==> src/rtl/sar_adc_ctrl_pkg.sv <==
// Shared types and helpers for the successive-approximation ADC controller.
package sar_adc_ctrl_pkg;

  localparam int unsigned DefNbits = 12;

  typedef enum logic [1:0] {
    StIdle    = 2'd0,
    StSample  = 2'd1,
    StConvert = 2'd2,
    StDone    = 2'd3
  } sar_state_e;

  // Bits needed to hold max_val, never less than one.
  function automatic int unsigned cnt_width(input int unsigned max_val);
    return (max_val > 1) ? $clog2(max_val + 1) : 1;
  endfunction

endpackage

==> src/rtl/sar_adc_ctrl_if.sv <==
// Sequencer/analog-front-end side signals of the SAR ADC controller.
interface sar_adc_ctrl_if #(
  parameter int unsigned NBITS = 12
) ();

  logic             soc;
  logic             comp_in;
  logic             sample;
  logic [NBITS-1:0] dac_code;
  logic             busy;
  logic             eoc;
  logic [NBITS-1:0] data_out;
  logic             ovr;

  modport master (
    output soc, comp_in,
    input  sample, dac_code, busy, eoc, data_out, ovr
  );

  modport slave (
    input  soc, comp_in,
    output sample, dac_code, busy, eoc, data_out, ovr
  );

endinterface

==> src/rtl/sar_adc_ctrl.sv <==
// SAR ADC controller: sample/hold strobe, then MSB-first binary search of the DAC code
// against an external comparator, result returned with a one-cycle eoc pulse.
module sar_adc_ctrl
  import sar_adc_ctrl_pkg::*;
#(
  parameter int unsigned NBITS         = DefNbits,
  parameter int unsigned SAMPLE_CYCLES = 4,
  parameter int unsigned SETTLE_CYCLES = 1
) (
  input  logic           clk,
  input  logic           rst_n,
  sar_adc_ctrl_if.slave  bus
);

  localparam int unsigned CntMax = (SAMPLE_CYCLES - 1 > SETTLE_CYCLES) ? SAMPLE_CYCLES - 1
                                                                        : SETTLE_CYCLES;
  localparam int unsigned CntW   = cnt_width(CntMax);
  localparam int unsigned BitW   = (NBITS > 1) ? $clog2(NBITS) : 1;

  sar_state_e       state_q, state_d;
  logic [CntW-1:0]  cnt_q, cnt_d;
  logic [BitW-1:0]  bit_q, bit_d;
  logic [NBITS-1:0] code_q, code_d;
  logic [NBITS-1:0] data_q, data_d;
  logic [NBITS-1:0] trial;
  logic             sample_q, sample_d;
  logic             busy_q, busy_d;
  logic             eoc_q, eoc_d;
  logic             ovr_q, ovr_d;
  logic             cnt_zero;

  assign cnt_zero = (cnt_q == '0);

  always_ff @(posedge clk or negedge rst_n) begin
    if (!rst_n) begin
      state_q  <= StIdle;
      cnt_q    <= '0;
      bit_q    <= '0;
      code_q   <= '0;
      data_q   <= '0;
      sample_q <= 1'b0;
      busy_q   <= 1'b0;
      eoc_q    <= 1'b0;
      ovr_q    <= 1'b0;
    end else begin
      state_q  <= state_d;
      cnt_q    <= cnt_d;
      bit_q    <= bit_d;
      code_q   <= code_d;
      data_q   <= data_d;
      sample_q <= sample_d;
      busy_q   <= busy_d;
      eoc_q    <= eoc_d;
      ovr_q    <= ovr_d;
    end
  end

  always_comb begin
    state_d = state_q;
    unique case (state_q)
      StIdle:    if (bus.soc) state_d = StSample;
      StSample:  if (cnt_zero) state_d = StConvert;
      StConvert: if (cnt_zero && (bit_q == '0)) state_d = StDone;
      StDone:    state_d = bus.soc ? StSample : StIdle;
      default:   state_d = StIdle;
    endcase
  end

  always_comb begin
    cnt_d    = cnt_q;
    bit_d    = bit_q;
    code_d   = code_q;
    data_d   = data_q;
    sample_d = sample_q;
    busy_d   = busy_q;
    eoc_d    = 1'b0;
    ovr_d    = bus.soc && ((state_q == StSample) || (state_q == StConvert));
    // Current trial code with the bit under test resolved by the comparator.
    trial    = code_q;
    if (!bus.comp_in) trial[bit_q] = 1'b0;

    unique case (state_q)
      StIdle, StDone: begin
        if (bus.soc) begin
          code_d   = '0;
          sample_d = 1'b1;
          busy_d   = 1'b1;
          cnt_d    = CntW'(SAMPLE_CYCLES - 1);
        end
      end
      StSample: begin
        if (cnt_zero) begin
          sample_d           = 1'b0;
          code_d             = '0;
          code_d[NBITS-1]    = 1'b1;
          bit_d              = BitW'(NBITS - 1);
          cnt_d              = CntW'(SETTLE_CYCLES);
        end else begin
          cnt_d = cnt_q - 1'b1;
        end
      end
      StConvert: begin
        if (cnt_zero) begin
          code_d = trial;
          if (bit_q == '0) begin
            data_d = trial;
            eoc_d  = 1'b1;
            busy_d = 1'b0;
          end else begin
            code_d[bit_q - 1'b1] = 1'b1;
            bit_d                = bit_q - 1'b1;
            cnt_d                = CntW'(SETTLE_CYCLES);
          end
        end else begin
          cnt_d = cnt_q - 1'b1;
        end
      end
      default: ;
    endcase
  end

  assign bus.sample   = sample_q;
  assign bus.dac_code = code_q;
  assign bus.busy     = busy_q;
  assign bus.eoc      = eoc_q;
  assign bus.data_out = data_q;
  assign bus.ovr      = ovr_q;

endmodule

==> src/flat_wrapper.sv <==
// flat-port wrapper written by rule: the top's interface ports become plain ports
module sar_adc_ctrl_flat import sar_adc_ctrl_pkg::*;
#(
  parameter int unsigned NBITS         = DefNbits,
  parameter int unsigned SAMPLE_CYCLES = 4,
  parameter int unsigned SETTLE_CYCLES = 1
)
  (clk, rst_n, bus_soc, bus_comp_in, bus_sample, bus_dac_code, bus_busy, bus_eoc, bus_data_out, bus_ovr);
  sar_adc_ctrl_if #(.NBITS(NBITS)) bus_i ();
  input  logic clk;
  input  logic rst_n;
  input wire logic [$bits(bus_i.soc)-1:0] bus_soc;
  input wire logic [$bits(bus_i.comp_in)-1:0] bus_comp_in;
  output wire logic [$bits(bus_i.sample)-1:0] bus_sample;
  output wire logic [$bits(bus_i.dac_code)-1:0] bus_dac_code;
  output wire logic [$bits(bus_i.busy)-1:0] bus_busy;
  output wire logic [$bits(bus_i.eoc)-1:0] bus_eoc;
  output wire logic [$bits(bus_i.data_out)-1:0] bus_data_out;
  output wire logic [$bits(bus_i.ovr)-1:0] bus_ovr;
  assign bus_i.soc = bus_soc;
  assign bus_i.comp_in = bus_comp_in;
  assign bus_sample = bus_i.sample;
  assign bus_dac_code = bus_i.dac_code;
  assign bus_busy = bus_i.busy;
  assign bus_eoc = bus_i.eoc;
  assign bus_data_out = bus_i.data_out;
  assign bus_ovr = bus_i.ovr;
  sar_adc_ctrl #(.NBITS(NBITS), .SAMPLE_CYCLES(SAMPLE_CYCLES), .SETTLE_CYCLES(SETTLE_CYCLES)) u_core (.clk(clk), .rst_n(rst_n), .bus(bus_i));
endmodule
==> config.mk <==
export PLATFORM = sky130hd
export DESIGN_NAME = sar_adc_ctrl_flat
export DESIGN_NICKNAME = d
export VERILOG_FILES = /design/src/rtl/sar_adc_ctrl_pkg.sv /design/src/rtl/sar_adc_ctrl_if.sv /design/src/rtl/sar_adc_ctrl.sv /design/src/flat_wrapper.sv
export SDC_FILE = /design/constraint.sdc
export NUM_CORES = 1
export LEC_CHECK = 0
export CAP_MARGIN = 20
export CORE_AREA = 2 2 64 66
export DETAILED_ROUTE_END_ITERATION = 8
export DIE_AREA = 0 0 66 68
export HOLD_SLACK_MARGIN = 0.02
export PLACE_DENSITY = 0.79
export REMOVE_ABC_BUFFERS = 1
export SLEW_MARGIN = 20
export SYNTH_ARGS = -nofsm -noshare
export SYNTH_HDL_FRONTEND = slang
export SYNTH_SLANG_ARGS = --single-unit
==> constraint.sdc <==
create_clock -name clk -period 3.43 [get_ports clk]
set_clock_uncertainty 0.15 [all_clocks]
set_input_delay 0.343 -clock clk [delete_from_list [all_inputs] [get_ports clk]]
set_output_delay 0.343 -clock clk [all_outputs]
set_load 0.05 [all_outputs]
==> impl_results.md <==
- Met1 wire length: ~2 mm
- Crit-path max FO: 23
- Mean area per synthesized cell: 9.88 sq um
- Wire per inst: 15.0 microns
- Largest net degree at the start of global routing: 37
- Number of distinct library cells after synthesis: between 40 and 50
- Remaining Overflow, GRT: 0
- Total Routing Usage GR: 0.205
- Area growth syn-to-layout: 20.5%
- Max_cap viols: 0
- P per Cell Area: between 900 and 1000 nW/um^2
- H-tree Lvls: 2
- Slew HR: 0.479
- Postcts setup bufs: 0
- Worst-margin pin slew: 782 ps
- Fillers: roughly 330
- Layout cells sized above 1: 0.0957
- Nets: between 200 and 250
- Antenna-violating nets left: 0
- Final Critical Period: between 2000 and 3000 ps
- CTS max path bufs: 2
- Total Routed Length: around 4.2 mm
- Clock root buffer: clkbuf_8
- Leading area contributor after synthesis: dfrtp_1
- DR WL met3: between 200 and 250 microns
- Fin. Hold Viols: 0
- I/O pin count: 32
- Crit end category: flip-flop
- Die area: about 4500 sq um
- Commonest non-fill, non-tap cell in the layout: dfrtp_1
- HPWL after DPL: ~2.9 mm
- Max Fclk: between 300 and 400 MHz
- Combinational fraction of design power: 0.548
- Post-synth EDFFs: 0
- Routed wl met2: 1.97 mm
- Post-synth top flop: dfrtp_1
- Unrepaired setup endpoints after global routing: false
- Core ar.: around 3900 sq um
- Initial antenna violation count: 0
- Final TNS setup: 0 ps
- Sw Share: 0.482
- Clock slew at reported path FFs: 70 ps
- # DRC: 0
- Via/cell ratio: around 5.8
- WHS: between 300 and 400 ps
- LEAKAGE: 0.00103 uW
- GPL Wtd Cong: 0.872
- Most frequent cells in the layout: dfrtp_1 (36), clkdlybuf4s50_1 (30), o21ai_0 (26)
- TritonCTS buffer count: 5
- Chip width: approximately 66 microns
- Max Slew Vio Count: 0
- Die Ht: 68 microns
- Skew-Pair Late Insertion Delay: around 290 ps
- # rows: 23
- CP Class: reg -> reg
- Ys Warns: 0
- Highest metal used: met4
- Hold Path Depth: 2
- Initial Utilization: 0.515
- Synth top area cells: dfrtp_1 (45%), o21ai_0 (6.6%), ha_1 (6.3%)
- Startpoint types: flip-flop
- Top cell type's share of synthesized area: 0.454
- First-pass GRT wire length: 7.06 mm
- Post-Place Cell Area: 2310 sq um
- Seq/Total Area, Yosys: 0.454
- Fin util: 0.621
- Psw: 1040 uW
- Worst Hold Class: reg -> reg
- Post-Syn Area: about 2000 sq um
- Seq cells post-synth: 36
- Vias in the first global route: roughly 1,400
- Port Buffers: 31
- Finished Cell Area: ~2400 sq um
- Post-synth ARST share: 1.00
- Drt initial violations: 107
- Routed via count: 1,621
- R2R cell count: 5
- Worst EP required: 3460 ps
- Sequential power share: 0.323
- Final setup viols: 0
- TritonCTS clock tree: built
- WP data arrival: 2560 ps
- Status: completed
- Clock Power Share: 0.129
- Mapped Cells: 201
- Placed Cells: 272
- Layout Cells excl Fill: between 200 and 300
- Clk sink count: 36
- Inserted Diodes: 0
- Period utilisation layout: 0.738
- Internal: between 1000 and 1500 uW
- Drt pass-1 iters: 4
- Worst vdd ir: between 0.0004 and 0.0005 V
==> worst max-delay path: stages (launching register included) <==
cell	delay, ps
dfrtp_1	460
inv_1	150
ha_1	460
nor3b_2	310
nand3_2	430
mux2_1	460
==> what timing repair did <==
action,4_1_cts,5_1_grt
endpoints found under the hold margin,36,0
hold buffers,1,0
resized for setup,0,0
==> power groups by stage <==
stage	registers, uW	clock network [uW]	logic [uW]
after floorplan	944	0	585
after global placement	698	0	1150
after detailed placement	704	0	1180
after CTS	698	286	1180
after global routing	723	306	1280
final	698	278	1180
==> kinds of logic (layout without fill, tap and decap cells) <==
| group | count (synthesis) | count (layout) | share of synthesized area |
|---|---|---|---|
| AND/OR/NAND/NOR | 54 | 54 | 0.151 |
| flip-flops | 36 | 36 | 0.454 |
| adder cells (fa/ha/maj) | 10 | 10 | 0.0630 |
| AO/OA/AOI/OAI | 71 | 71 | 0.231 |
| buffers and inverters | 20 | 49 | 0.0447 |
| multiplexers | 10 | 10 | 0.0567 |
==> final cells by class <==
| cell class | instances | area [sq um] | area share |
|---|---|---|---|
| Sequential cell | 36 | 901 | 0.376 |
| Tap cell | 50 | 62.6 | 0.0261 |
| Clock inverter | 1 | 5.00 | 0.00209 |
| Timing Repair Buffer | 33 | 323 | 0.135 |
| Multi-Input combinational cell | 145 | 996 | 0.416 |
| Inverter | 9 | 33.8 | 0.0141 |
| Clock buffer | 6 | 72.6 | 0.0303 |
==> Yosys cell counts, types with 3 or more instances <==
| cell | number |
|---|---|
| nor2_1 | 6 |
| mux2_1 | 3 |
| dfrtp_1 | 36 |
| nand2b_1 | 4 |
| inv_1 | 9 |
| mux2_2 | 3 |
| o22a_1 | 3 |
| nand2_1 | 19 |
| a21oi_1 | 15 |
| o31ai_1 | 3 |
| o21a_1 | 3 |
| o22ai_1 | 3 |
| buf_2 | 5 |
| nor3_1 | 3 |
| o21ai_0 | 26 |
| ha_1 | 10 |
| mux2i_1 | 3 |
| nand3_1 | 5 |
| a31oi_1 | 4 |
| clkbuf_1 | 4 |
==> routing by layer <==
metal  up-vias  track usage
li1        787            -
met1       786        0.293
met2        43        0.313
met3         5       0.0444
met4         0       0.0663
met5         -            0
==> through the flow <==
stage	power, uW	worst slack (ps)
2_1_floorplan	1530	1250
4_1_cts	2170	869
3_5_place_dp	1880	880
5_1_grt	2310	718
6_report	2160	900
3_3_place_gp	1850	990
==> flip-flops by register name (all words and copies together) (netlist names) <==
| signal | cells |
|---|---|
| u_core.state_q | 2 |
| u_core.bus.data_out | 12 |
| u_core.cnt_q | 2 |
| u_core.bit_q | 4 |
| u_core.bus.ovr | 1 |
| u_core.bus.sample | 1 |
| u_core.bus.dac_code | 12 |
| u_core.bus.busy | 1 |
| u_core.bus.eoc | 1 |
==> path summary, 6_finish.rpt <==
kind                                        start                endpoint  slack [ps]
setup reg to reg                  u_core.bit_q[0]  u_core.bus.data_out[9]         900
setup / recovery                  u_core.bit_q[0]  u_core.bus.data_out[9]         900
min in group asynchronous                   rst_n  u_core.bus.data_out[1]         520
hold / removal             u_core.bus.data_out[3]  u_core.bus.data_out[3]         330
hold reg to reg            u_core.bus.data_out[3]  u_core.bus.data_out[3]         330
max in group asynchronous                   rst_n         u_core.bit_q[3]        2110
Note: power is estimated with default switching activity, not from simulation.
==> edit 1: new RTL, same settings <==
Encoding of `sar_state_e`: now Gray code (2 bits for 4 states).
--- a/src/rtl/sar_adc_ctrl_pkg.sv
+++ b/src/rtl/sar_adc_ctrl_pkg.sv
@@ -4,10 +4,10 @@
   localparam int unsigned DefNbits = 12;
 
   typedef enum logic [1:0] {
-    StIdle    = 2'd0,
-    StSample  = 2'd1,
-    StConvert = 2'd2,
-    StDone    = 2'd3
+    StIdle    = 2'b00,
+    StSample  = 2'b01,
+    StConvert = 2'b11,
+    StDone    = 2'b10
   } sar_state_e;
 
   // Bits needed to hold max_val, never less than one.
Check against the original RTL: same outputs for any inputs over 10 cycles, from zero or initial values and one cycle with rst_n low; not proved beyond that.
==> edit 1 against the unedited design <==
Highest routed layer unchanged. Count of clock-buffer cells in the layout rose by 2. Sequential cell count stayed put. First-iteration DRC count decreased by 20%. Critical endpoint is now u_core.bus.data_out[6]$_DFFE_PN0P_. Critical path depth shrank 1. Setup slack improved by 290 ps. Synthesized area down 12%. Wire length decreased by 11%. Synthesized cell count fell by 12%. Critical path type unchanged. Cell area shrank 9.3%.
Power is left out: the tool's default activity adds up to more than one toggle a clock period on the data nets, which glitch-free logic cannot reach.
==> edit 1: results (changes against the unedited design) <==
Setup path
  • Worst Path Arrival: 2260 ps (was 2560 ps)
  • Worst r2r path cells: 4 (was 5)
  • Slowest stage cell, crit path: nand3_2 (was dfrtp_1)
  • End of the worst register-to-register path: u_core.bus.data_out[6]$_DFFE_PN0P_ (was u_core.bus.data_out[9]$_DFFE_PN0P_)
  • Worst-path fanout max: 24 (was 23)

Synth
  • Top cells by area, synth: dfrtp_1, o21ai_1, nand2_1 (was dfrtp_1, o21ai_0, ha_1)
  • Distinct cell type count after synthesis: 44 (was 48)
  • Sequential fraction of the synthesis area: 0.516 (was 0.454)
  • Synth top cells by count: dfrtp_1, nand2_1, o21ai_1 (was dfrtp_1, o21ai_0, nand2_1)

Drt
  • Vias per std cell: 5.50 (was 5.79)
  • DRT iter0 DRCs: 86 (was 107)
  • Routed Wire Length: 3.73 mm (was 4.20 mm)
  • Routed wl met2: 1.88 mm (was 1.97 mm)
  • M1 WL: 1.63 mm (was 1.95 mm)
  • Met3 wire length: 157 µm (was 223 µm)

Clocking
  • Post-CTS sizing: 0 (unchanged)
  • Max Root-Sink Buffers: 2 (unchanged)

Global routing
  • GRT met1 Usage: 0.233 (was 0.293)
  • Met3 Resource Use GR: 0.0345 (was 0.0444)
  • Global-route wire length before repair: 6.18 mm (was 7.06 mm)
  • M2 GR Usage: 0.298 (was 0.313)
  • Via count of the first global-routing pass: 1320 (was 1447)
  • Gr usage total: 0.182 (was 0.205)

Place
  • HPWL after DPL: 2.67 mm (was 2.89 mm)
  • RePlAce Congestion: 0.861 (was 0.872)

Run status
  • Status: complete, no violations (unchanged)

Hold path
  • Hold Path Class: in -> async (was reg -> reg)

Finish
  • Layout cells sized above 1: 0.0673 (was 0.0957)
  • Nets: 215 (was 244)
  • Fill cells: 348 (was 328)

Timing
  • Slew HR: 0.423 (was 0.479)

Floorplan
  • Initial Util: 0.453 (was 0.515)
edit 1: cell count changes after synthesis, moves of 4 or more:
cell / delta
a21oi_1: -10
a31oi_1: -4
ha_1: -6
inv_1: -5
nand2_1: +6
o211ai_1: +4
o21ai_0: -17
o21ai_1: +19
edit 1: per-stage QoR:
step | setup slack, ps | hold WS (ps) | instance area, µm² | util | std cells
final | 1190 | 313 | 2170 | 0.563 | 258
after global routing | 1020 | 373 | 2170 | 0.563 | 258
after CTS | 1140 | 339 | 2170 | 0.563 | 258
after detailed placement | 1140 | 326 | 2080 | 0.540 | 250
after global placement | 1250 | 318 | 2080 | 0.540 | 250
after floorplan | 1490 | -103 | 1700 | - | 168
edit 1: cells by family (layout without fill, tap and decap cells):
| group | count (synthesis) | in the layout | synth area share |
|---|---|---|---|
| simple gates | 60 | 60 | 0.176 |
| flops | 36 | 36 | 0.516 |
| mux | 3 | 3 | 0.0186 |
| fa+ha+maj | 4 | 4 | 0.0287 |
| buf+inv | 14 | 45 | 0.0358 |
| compound gates | 60 | 60 | 0.225 |
edit 1: how the worst max path moves through the flow:
stage                                    endpoint  slack [ps]  cells after the start
2_1_floorplan  u_core.bus.data_out[5]$_DFFE_PN0P_        1490                      4
3_3_place_gp   u_core.bus.data_out[5]$_DFFE_PN0P_        1250                      4
3_5_place_dp   u_core.bus.data_out[6]$_DFFE_PN0P_        1140                      4
4_1_cts        u_core.bus.data_out[6]$_DFFE_PN0P_        1140                      4
5_1_grt        u_core.bus.data_out[5]$_DFFE_PN0P_        1020                      4
6_report       u_core.bus.data_out[6]$_DFFE_PN0P_        1190                      4
edit 1: final cells by class:
class,count,area (µm²),area share
sequential,36,901,0.415
inverter,5,18.8,0.00864
clock buffer,8,90.1,0.0415
timing repair buffer,32,318,0.146
multi-input combinational,127,782,0.360
tap,50,62.6,0.0288
==> edit 2: new RTL, config.mk and constraints unchanged <==
Made on the original files. `SAMPLE_CYCLES` is set to 4 in 2 places; all go to 8.
--- a/src/rtl/sar_adc_ctrl.sv
+++ b/src/rtl/sar_adc_ctrl.sv
@@ -4,7 +4,7 @@
   import sar_adc_ctrl_pkg::*;
 #(
   parameter int unsigned NBITS         = DefNbits,
-  parameter int unsigned SAMPLE_CYCLES = 4,
+  parameter int unsigned SAMPLE_CYCLES = 8,
   parameter int unsigned SETTLE_CYCLES = 1
 ) (
   input  logic           clk,
--- a/src/flat_wrapper.sv
+++ b/src/flat_wrapper.sv
@@ -2,7 +2,7 @@
 module sar_adc_ctrl_flat import sar_adc_ctrl_pkg::*;
 #(
   parameter int unsigned NBITS         = DefNbits,
-  parameter int unsigned SAMPLE_CYCLES = 4,
+  parameter int unsigned SAMPLE_CYCLES = 8,
   parameter int unsigned SETTLE_CYCLES = 1
 )
   (clk, rst_n, bus_soc, bus_comp_in, bus_sample, bus_dac_code, bus_busy, bus_eoc, bus_data_out, bus_ovr);
Function: changed (a bounded check fails within 10 cycles, from zero or initial values and one cycle with rst_n low).
==> edit 2 against the unedited design <==
Synthesized cell count grew 9.0%. Sequential cell count grew 1. Cell count grew 6.8%. Synthesized area grew 1.6%. Setup slack lost 240 ps. Wire length grew 4.7%. Critical path depth grew 1. First-iteration DRC count grew 19%. Hold slack gained 1.8 ps. Cell area grew 2.6%. Total power shrank 7.5%. Largest power group unchanged. Highest routed layer unchanged.
==> edit 2: results (changes against the unedited design) <==
Run status
  • Status: complete, no violations (unchanged)

Place
  • I/O Buffers: 31 (unchanged)
  • Placed insts: 290 (was 272)
  • DP Area: 2320 µm² (was 2310 µm²)
  • RePlAce Congestion: 0.863 (was 0.872)
  • HPWL after DPL: 3.22 mm (was 2.89 mm)

Global routing
  • Via count of the first global-routing pass: 1538 (was 1447)
  • Largest net degree at the start of global routing: 38 (was 37)
  • Global-route wire length before repair: 7.27 mm (was 7.06 mm)
  • Gr usage total: 0.213 (was 0.205)

Drt
  • DRT Pass-1 Iters: 4 (unchanged)
  • DR WL/cell: 14.7 µm (was 15.0 µm)
  • DRT iter0 DRCs: 127 (was 107)
  • Vias: 1678 (was 1621)

Finish
  • Number of diodes: 0 (unchanged)
  • Non-Filler Instances: 299 (was 280)
  • Layout cells sized above 1: 0.0522 (was 0.0957)
  • Fill cells: 333 (was 328)
  • Nets: 263 (was 244)

Synth
  • Top cells by area, synth: dfrtp_1, o21ai_0, ha_1 (unchanged)
  • Prevailing post-synth register cell: dfrtp_1 (unchanged)
  • Avg Inst Size Synth: 9.22 µm² (was 9.88 µm²)
  • Synth top cells by count: dfrtp_1, nand2_1, o21ai_0 (was dfrtp_1, o21ai_0, nand2_1)
  • Ys async rst share: 1.00 (unchanged)
  • Sequential fraction of the synthesis area: 0.459 (was 0.454)
  • Syn. warnings: 0 (unchanged)
  • Distinct cell type count after synthesis: 43 (was 48)

Power
  • Peak VDD IR: 0.479 mV (was 0.446 mV)
  • Internal cell power: 1.11 mW (was 1.12 mW)
  • Leakage: 1.07 nW (was 1.03 nW)

Clocking
  • Max Root-Sink Buffers: 2 (unchanged)
  • H-tree depth: 2 (unchanged)
  • CTS buffer count: 5 (unchanged)
  • Clk Latency, worst-skew pair: 290 ps (about the same)
  • Root Buffer Master: clkbuf_8 (unchanged)
  • Setup Buffers After CTS: 0 (unchanged)
  • CTS clk-pin slew, worst paths: 80 ps

Setup path
  • Worst r2r path cells: 6 (was 5)
  • Worst Path Arrival: 2800 ps (was 2560 ps)
  • Crit path largest cell delay: 540 ps (was 460 ps)
  • Slowest stage cell, crit path: or2_1 (was dfrtp_1)
  • Worst-path fanout max: 24 (was 23)
  • FF-to-FF setup slack: 660 ps (was 900 ps)
  • End of the worst register-to-register path: u_core.bus.data_out[1]$_DFFE_PN0P_ (was u_core.bus.data_out[9]$_DFFE_PN0P_)

Hold path
  • Hold path cells: 2 (unchanged)
  • Hold endpoint: u_core.bus.data_out[2]$_DFFE_PN0P_ (was u_core.bus.data_out[3]$_DFFE_PN0P_)
  • Hold Path Class: reg -> reg (unchanged)
  • Hold Startpoint: u_core.bus.data_out[2]$_DFFE_PN0P_ (was u_core.bus.data_out[3]$_DFFE_PN0P_)

Timing
  • Slew HR: 0.453 (was 0.479)
## edit 2: routing by layer
| layer | part of all wire | wire (µm) | global-route usage |
|---|---|---|---|
| met1 | 0.46 | 2020 | 0.289 |
| met2 | 0.48 | 2110 | 0.347 |
| met3 | 0.047 | 206 | 0.0493 |
| met4 | 0.012 | 51 | 0.0587 |
| met5 | 0 | 0 | 0 |
## edit 2: layout make-up
cell class                      count  area (µm²)  share of cell area
Clock inverter                      2        37.5              0.0153
Tap cell                           50        62.6              0.0255
Sequential cell                    37         926               0.377
Timing Repair Buffer               33         323               0.131
Clock buffer                        6        82.6              0.0336
Multi-Input combinational cell    160         977               0.398
Inverter                           11        46.3              0.0189
## edit 2: cell families (layout without fill, tap and decap cells)
| kind of cell | count (synthesis) | after routing | share of synthesized area |
|---|---|---|---|
| AO/OA/AOI/OAI | 75 | 75 | 0.229 |
| adder cells (fa/ha/maj) | 11 | 11 | 0.0682 |
| buffers and inverters | 22 | 52 | 0.0570 |
| flip-flops | 37 | 37 | 0.459 |
| multiplexers | 4 | 4 | 0.0211 |
| AND/OR/NAND/NOR | 70 | 70 | 0.166 |
## edit 2: critical path: cells and delay by family, from the launching register on
kind                     cells  cell delay [ps]
flip-flops                   1              460
buffers and inverters        2              320
adder cells (fa/ha/maj)      1              390
AND/OR/NAND/NOR              2              990
multiplexers                 1              330
## edit 2: per-stage QoR
step           setup slack, ps  total power, mW  hold WS, ps
2_1_floorplan              988             1.32         -103
6_report                   661             2.00          329
3_3_place_gp               798             1.57          304
4_1_cts                    656             1.99          340
3_5_place_dp               660             1.60          322
5_1_grt                    525             2.13          364
## edit 2: how the worst max path moves through the flow
stage,start,end,slack (ps),depth (start not counted)
final,u_core.bit_q[0]$_DFFE_PN0P_,u_core.bus.data_out[1]$_DFFE_PN0P_,660,6
after global routing,u_core.bit_q[0]$_DFFE_PN0P_,u_core.bus.data_out[11]$_DFFE_PN0P_,520,6
after CTS,u_core.bit_q[0]$_DFFE_PN0P_,u_core.bus.data_out[1]$_DFFE_PN0P_,660,6
after detailed placement,u_core.bit_q[0]$_DFFE_PN0P_,u_core.bus.data_out[1]$_DFFE_PN0P_,660,6
after global placement,u_core.bit_q[0]$_DFFE_PN0P_,u_core.bus.data_out[1]$_DFFE_PN0P_,800,6
after floorplan,u_core.bit_q[0]$_DFFE_PN0P_,u_core.bus.data_out[11]$_DFFE_PN0P_,990,6
## edit 2: power by group through the flow
stage	clock (mW)	sequential [mW]	combinational, mW
floorplan	0	0.769	0.555
detailed placement	0	0.635	0.969
CTS	0.398	0.626	0.971
global placement	0	0.629	0.941
global route	0.424	0.642	1.07
finish	0.397	0.626	0.974
